**config.mk**
```make
export PLATFORM = sky130hd
export DESIGN_NAME = conv_encoder
export DESIGN_NICKNAME = d
export VERILOG_FILES = /design/src/rtl/conv_encoder.sv
export SDC_FILE = /design/constraint.sdc
export NUM_CORES = 1
export LEC_CHECK = 0
export BUFFER_PORTS_ARGS = -buffer_cell sky130_fd_sc_hd__buf_2
export CORE_MARGIN = 4
export CORE_UTILIZATION = 35
export CTS_CLUSTER_SIZE = 25
export DETAILED_ROUTE_END_ITERATION = 12
export SETUP_SLACK_MARGIN = 0.4
export SYNTH_ARGS = -nofsm -noshare
export SYNTH_HDL_FRONTEND = slang
export SYNTH_SLANG_ARGS = --single-unit
```
**constraint.sdc**
```tcl
create_clock -name clk -period 3.6 [get_ports clk]
set_input_delay 0.72 -clock clk [delete_from_list [all_inputs] [get_ports clk]]
set_output_delay 0.72 -clock clk [all_outputs]
set_load 0.005 [all_outputs]
```
**src/rtl/conv_encoder.sv**
```systemverilog
// K=7 convolutional encoder with 1/2, 2/3 and 3/4 puncturing and a zero tail byte.
// Coded bits are serialised through a 2-entry pending buffer, one bit per clock.
module conv_encoder #(
  parameter logic [6:0] G1 = 7'o171,
  parameter logic [6:0] G2 = 7'o133
) (
  input  logic       clk,
  input  logic       reset,
  input  logic       in_bits,
  input  logic       in_valid,
  input  logic       in_last,
  output logic       in_ready,
  input  logic [1:0] rate,
  output logic       out_bits,
  output logic       out_valid,
  output logic       out_last,
  output logic       busy
);

  typedef enum logic [1:0] {
    S_IDLE,
    S_DATA,
    S_TAIL
  } state_t;

  state_t     r_state;
  state_t     w_state_nxt;
  logic [5:0] r_sr;
  logic [1:0] r_phase;
  logic [1:0] r_rate;
  logic [2:0] r_tail;
  logic [1:0] r_cnt;
  logic [1:0] r_pbit;
  logic [1:0] r_plast;
  logic       r_out_bits;
  logic       r_out_valid;
  logic       r_out_last;

  logic       w_in_ready;
  logic       w_accept;
  logic       w_first;
  logic       w_tail_enc;
  logic       w_enc;
  logic       w_b;
  logic       w_final;
  logic       w_x;
  logic       w_y;
  logic       w_emit_x;
  logic       w_emit_y;
  logic [5:0] w_sr_cur;
  logic [1:0] w_rate_cur;
  logic [1:0] w_phase_cur;
  logic [1:0] w_phase_nxt;
  logic [6:0] w_win;
  logic [1:0] w_cnt_nxt;
  logic [1:0] w_pbit_nxt;
  logic [1:0] w_plast_nxt;

  always_comb begin
    w_in_ready  = (r_state != S_TAIL) && (r_cnt <= 2'd1);
    w_accept    = in_valid && w_in_ready;
    w_first     = w_accept && (r_state == S_IDLE);
    w_tail_enc  = (r_state == S_TAIL) && (r_cnt <= 2'd1);
    w_enc       = w_accept || w_tail_enc;
    w_b         = w_accept & in_bits;
    w_final     = w_tail_enc && (r_tail == 3'd7);

    // A new burst starts from a cleared register, phase 0 and the rate on the port.
    w_sr_cur    = w_first ? '0 : r_sr;
    w_rate_cur  = w_first ? rate : r_rate;
    w_phase_cur = w_first ? '0 : r_phase;

    w_win = {w_b, w_sr_cur};
    w_x   = ^(w_win & G1);
    w_y   = ^(w_win & G2);

    w_emit_x    = 1'b1;
    w_emit_y    = 1'b1;
    w_phase_nxt = '0;
    case (w_rate_cur)
      2'b01: begin
        w_emit_x    = (w_phase_cur == 2'd0);
        w_emit_y    = 1'b1;
        w_phase_nxt = (w_phase_cur == 2'd0) ? 2'd1 : 2'd0;
      end
      2'b10: begin
        w_emit_x    = (w_phase_cur != 2'd1);
        w_emit_y    = (w_phase_cur != 2'd2);
        w_phase_nxt = (w_phase_cur == 2'd2) ? 2'd0 : w_phase_cur + 2'd1;
      end
      default: begin
        w_emit_x    = 1'b1;
        w_emit_y    = 1'b1;
        w_phase_nxt = '0;
      end
    endcase

    // Encoding only happens with count <= 1, so the head drains this same edge
    // and the buffer holds nothing but the freshly encoded bits afterwards.
    w_cnt_nxt   = r_cnt;
    w_pbit_nxt  = r_pbit;
    w_plast_nxt = r_plast;
    if (w_enc) begin
      if (w_emit_x && w_emit_y) begin
        w_cnt_nxt   = 2'd2;
        w_pbit_nxt  = {w_y, w_x};
        w_plast_nxt = {w_final, 1'b0};
      end else if (w_emit_x) begin
        w_cnt_nxt   = 2'd1;
        w_pbit_nxt  = {1'b0, w_x};
        w_plast_nxt = {1'b0, w_final};
      end else begin
        w_cnt_nxt   = 2'd1;
        w_pbit_nxt  = {1'b0, w_y};
        w_plast_nxt = {1'b0, w_final};
      end
    end else if (r_cnt != 2'd0) begin
      w_cnt_nxt   = r_cnt - 2'd1;
      w_pbit_nxt  = {1'b0, r_pbit[1]};
      w_plast_nxt = {1'b0, r_plast[1]};
    end

    w_state_nxt = r_state;
    case (r_state)
      S_IDLE:  if (w_accept) w_state_nxt = in_last ? S_TAIL : S_DATA;
      S_DATA:  if (w_accept && in_last) w_state_nxt = S_TAIL;
      S_TAIL:  if (w_final) w_state_nxt = S_IDLE;
      default: w_state_nxt = S_IDLE;
    endcase
  end

  always_ff @(posedge clk) begin
    if (reset) begin
      r_state     <= S_IDLE;
      r_sr        <= '0;
      r_phase     <= '0;
      r_rate      <= '0;
      r_tail      <= '0;
      r_cnt       <= '0;
      r_pbit      <= '0;
      r_plast     <= '0;
      r_out_bits  <= 1'b0;
      r_out_valid <= 1'b0;
      r_out_last  <= 1'b0;
    end else begin
      r_state     <= w_state_nxt;
      r_cnt       <= w_cnt_nxt;
      r_pbit      <= w_pbit_nxt;
      r_plast     <= w_plast_nxt;
      r_out_valid <= (r_cnt != 2'd0);
      r_out_bits  <= (r_cnt != 2'd0) & r_pbit[0];
      r_out_last  <= (r_cnt != 2'd0) & r_plast[0];
      if (w_enc) begin
        r_sr    <= w_win[6:1];
        r_phase <= w_phase_nxt;
      end
      if (w_first) r_rate <= rate;
      if (w_accept && in_last) r_tail <= '0;
      else if (w_tail_enc)     r_tail <= r_tail + 3'd1;
    end
  end

  assign in_ready  = w_in_ready;
  assign out_bits  = r_out_bits;
  assign out_valid = r_out_valid;
  assign out_last  = r_out_last;
  // Held through the cycle that presents the final bit, dropping one cycle later.
  assign busy      = (r_state != S_IDLE) || (r_cnt != 2'd0) || r_out_valid;

endmodule

```
Word level (Yosys, flattened, before mapping) --
Index checks and enable logic that the tools add are counted.
Word-level totals: input bits 7, logic and storage cells 72, bits in registers 24
Cells by class: bitwise logic cells 3, muxes and demuxes 23, add/subtract/negate cells 3, $lt $le $gt $ge 1, equality and inequality tests 12, reduce and logical (&&, ||, !) cells 19
Operators with widths (count):
- two-way mux 2 bit | 16
- XOR reduction 7 bit | 2
- inequality test 2 bit (second input constant) | 5
- logical AND 1 bit | 7
- == test 2 bit (second input constant) | 3
- two-way mux 6 bit | 1
- one-hot mux 2 bit (3 select lines) | 1
- nonzero test 2 bit | 3
- == test 2 x 1 -> 1 bit (second input constant) | 2
- zero test 2 bit | 2
- one-hot mux 2 bit (2 select lines) | 1
- adder 3 x 1 -> 3 bit (second input constant) | 1
- bitwise AND 1 bit | 3
- == test 3 bit (second input constant) | 1
- logical OR 1 bit | 3
- two-way mux 1 bit | 3
- AND reduction 3 bit | 1
- adder 2 x 1 -> 2 bit (second input constant) | 1
- <= comparator 2 x 1 -> 1 bit (second input constant) | 1
- inequality test 2 x 1 -> 1 bit (second input constant) | 1
- one-hot mux 1 bit (2 select lines) | 1
- OR reduction 2 bit | 1
- subtractor 2 x 1 -> 2 bit (second input constant) | 1

Depth between registers and ports, before layout --
depth after elaboration 10, gate-level depth with buffers 14

Worst setup path after synthesis --
Ideal clock, no wire load.
kind reg2reg, start point reg r_cnt[1], end point reg r_cnt[0], data arrival time 2.398 ns, buffers on the path 1, stages on the path, launching flop included 14, setup time 0.128 ns, setup slack 1.074 ns, data required time 3.472 ns, path through dfxtp_1 inv_1 ha_1 nand2b_1 and3_1 buf_4 mux2i_1 ha_1 nand2_1 a21oi_1 o22ai_1 a32oi_1 mux2_2 nor2_1
Between the ends: longest elaborated chain between the ends 10, elaborated cells on any way between the ends 20, classes of those cells 1 x order compare; 4 x eq/ne; 6 x mux; 9 x reduce/logical
Ends and longest elaborated chain:
- from (decl) | line 32 | logic [1:0] r_cnt;
- from (signal assigned) | line 147 | r_cnt <= w_cnt_nxt;
- <= comparator 2 x 1 -> 1 bit | line 60, 63
- logical AND 1 bit | line 60 | w_in_ready = (r_state != S_TAIL) && (r_cnt <= 2'd1);
- logical AND 1 bit | line 61 | w_accept = in_valid && w_in_ready;
- logical AND 1 bit | line 62 | w_first = w_accept && (r_state == S_IDLE);
- two-way mux 2 bit, on equally long branches
- inequality test 2 x 1 -> 1 bit (tied with other cells) | line 87 | w_emit_x = (w_phase_cur != 2'd1);
- one-hot mux 1 bit (2 select lines) or two-way mux 1 bit (tied branches) | line 80 | case (w_rate_cur)
- logical AND 1 bit | line 104 | if (w_emit_x && w_emit_y) begin
- two-way mux 2 bit | line 104
- two-way mux 2 bit | line 103 | if (w_enc) begin
Parallel ways exist; a longest one is shown, timed or not. A chain may end at the register's enable or synchronous reset.

Worst setup path in the final report --
Ends and elaborated chain as after synthesis.

==> reports/metrics.csv <==
stage;metric;value;unit
finish;Layout Cells excl Fill;184;
finish;Syn-to-layout area delta;7.588;%
outcome;status;complete, no violations;
floorplan;die height;66.65;um
finish;layout cells sized above 1;15.94;%
sta;max-slew violations;0;
floorplan;Rows;21;
critical_path;WP data required;3.80;ns
global_routing;number of global-route vias before repair;813;
global_routing;initial antenna violation count;0;
clock_network;total of cells resized after clock tree synthesis;0;
critical_path;Critical Path AT;3.07;ns
job;maxcap violations;0;
clock_network;maximum root-to-sink buffer count;2;
clock_network;setup bufs post-CTS;0;
synthesis;Avg Cell Area, Syn;9.259;um2
sta;Slew @ Worst Pin;0.4784;ns
critical_path;CP dominant cell by count;ha_1;
global_routing;grt ovf;0;
floorplan;Die Area;4442;um2
detailed_routing;drt pass-1 iters;4;
synthesis;yosys warns;0;
critical_path;CP max-delay cell;and3_1;
global_routing;largest net degree at the start of global routing;20;
synthesis;Seq/Total Area, Yosys;39.92;%
clock_network;hold_buf cts;0;
sta;Clock Skews;0.007290;ns
floorplan;initial core utilization;36.07;%
critical_path;crit path capture type;register;
critical_path;worst path cell trace;inv_1, ha_1, nand2b_1, and3_1, mux2i_1, ha_1, nand2_1, a21oi_1, o22ai_1, a32oi_1, mux2_2, nor2_1;
critical_path;Worst path top cell family by delay;simple AND/OR/NAND/NOR gates;
detailed_routing;number of routed nets with antenna violations;0;
placed_design;RD Place Congestion;0.7062;
critical_path;startpoint types;register;
clock_network;CTS tree;done;
sta;fmax;0.3481;GHz
sta;Final Hold Slack;0.4703;ns
placed_design;placed insts;181;
floorplan;number of I/O pins;12;
sta;min Tclk post-route;2.872;ns
floorplan;core area;3337;um2
finish;antenna fix cells;0;
detailed_routing;DR WL/cell;11.13;um
power_and_ir_drop;Power Dens Cells;587.4;nW/um2
global_routing;total track usage;10.78;%
min_path;Hold Crit Class;register to register;
placed_design;placed cell area;1272;um2
detailed_routing;drt initial violations;32;
synthesis;Seq cells post-synth;24;
detailed_routing;vias;880;
finish;fin area;1295;um2
synthesis;Synth Instances;130;
synthesis;synthesized net count;143;
critical_path;R2R Setup Slk;0.73;ns
power_and_ir_drop;Max VDD drop;233.5;uV
detailed_routing;Vias/cell;4.783;
sta;setup_tns;0;ns
clock_network;TritonCTS Buffers;3;
placed_design;DP HPWL;1.577;mm
clock_network;clk sink count;24;
finish;Filler cells;363;
sta;Setup violations, final;0;
critical_path;Buf/Inv on CP;1;
global_routing;first-pass GRT wire length;3.650;mm
synthesis;post-synthesis cell type count;37;
detailed_routing;DRC;0;
placed_design;port bufs;11;
sta;unrepaired setup endpoints after global routing;no;
critical_path;critical-path maximum fanout;9;
critical_path;Largest stage delay, worst path;0.42;ns
clock_network;Clk pin slew, worst setup/hold paths;0.12;ns
finish;fin nets;153;
synthesis;mapped cell area;1204;um2
clock_network;CTS H-Tree Depth;1;
power_and_ir_drop;leakage power;0.5420;nW
sta;max_slew headroom;67.98;%
clock_network;clock root buffer;clkbuf_4;
floorplan;Die Wd;66.65;um
sta;fin crit share;79.79;%
critical_path;Worst Setup Path Type;register to register;
detailed_routing;total wire length;2.048;mm
clock_network;worst skew pair latency;0.30;ns
sta;Final Hold Violating Endpoints;0;
## stage by stage
step                setup slack (ns)  power (mW)  utilization (%)
global route                  0.4028      0.8329            38.81
global placement              0.7526      0.6509            38.13
floorplan                      1.074      0.5986                -
CTS                           0.7114      0.7751            38.81
detailed placement            0.6552      0.6586            38.13
finish                        0.7275      0.7607            38.81
## synth_stat cells, drive strengths merged
library cell  count  area, um2
a31oi             1      6.260
ha                6      75.07
nand2b            2      12.51
xnor3             1      23.77
nand3             4      20.02
nand4             1      6.260
a32oi             1      8.760
o21ai             2      21.27
o221ai            1      8.760
nor3              4      20.02
a22oi             3      22.52
clkbuf            4      25.02
nand3b            2      15.01
nand2             7      28.78
nor2b             3      18.77
a2bb2oi           2      17.52
or3b              1      8.760
and2b             1      7.510
mux2              3      33.78
mux2i             8      80.08
a21oi             8      40.04
xnor2             3      26.28
nor3b             1      12.51
inv               5      18.77
o21a              1      7.510
and2              3      18.77
nor2             21      81.33
dfxtp            24      480.5
and3              1      6.260
xor2              3      26.28
o22ai             1      6.260
buf               2      18.77
## cell usage in the layout, fill, tap and decap left out, drive strengths merged, types with 2 or more instances in the layout
master / n
xor2: 3
o21ai: 2
inv: 5
nand2: 7
nand3: 4
mux2: 3
nand2b: 2
nand3b: 2
nor3: 4
dfxtp: 24
a2bb2oi: 2
ha: 6
a21oi: 8
clkbuf: 3
mux2i: 8
a22oi: 3
nor2b: 3
xnor2: 3
nor2: 21
and2: 3
buf: 11
## logic make-up (layout without fill, tap and decap cells)
group                      after synthesis  after routing  synth area share, %
and+or+nand+nor                         51             51                21.31
adders and majority gates                6              6                6.237
AOI/OAI and AO/OA                       20             20                11.54
buffers and inverters                   11             19                5.198
DFF                                     24             24                39.92
xor gates and xnor gates                 7              7                6.342
muxes                                   11             11                9.460
## area by class of cell
class	count	area [um2]	share of cell area, %
inverter	5	18.77	1.449
multi-input combinational	95	660.6	51.01
tap	46	57.56	4.444
sequential	24	480.5	37.10
timing repair buffer	11	55.05	4.251
clock buffer	3	22.52	1.739
## power by group
group	switching, mW	total, mW	internal (mW)	leakage, nW
sequential	0.0220	0.323	0.301	0.195
clock	0.0736	0.113	0.0390	0.0138
combinational	0.182	0.325	0.143	0.333
## flip-flops by register name, summed over array words and instances, names as in the netlist, 2 cells and up
name     count
r_cnt        2
r_pbit       2
r_phase      2
r_plast      2
r_rate       2
r_sr         6
r_state      2
r_tail       3
## metal layers
layer  global-route usage, %  wire, um  vias up
met2                   17.08       935       12
met3                   4.216        86        2
li1                        -         -      464
met4                   2.284        12        0
met1                   13.80      1014      402
met5                       0         0        -
## final timing paths
| check | startpoint | to | cells past startpoint |
|---|---|---|---|
| setup reg to reg | r_cnt[1] | r_cnt[0] | 12 |
| setup / recovery | r_cnt[1] | r_cnt[0] | 12 |
| hold / removal | r_pbit[0] | out_bits | 1 |
| hold reg to reg | r_pbit[0] | out_bits | 1 |
Note: power is estimated with default switching activity, not from simulation.
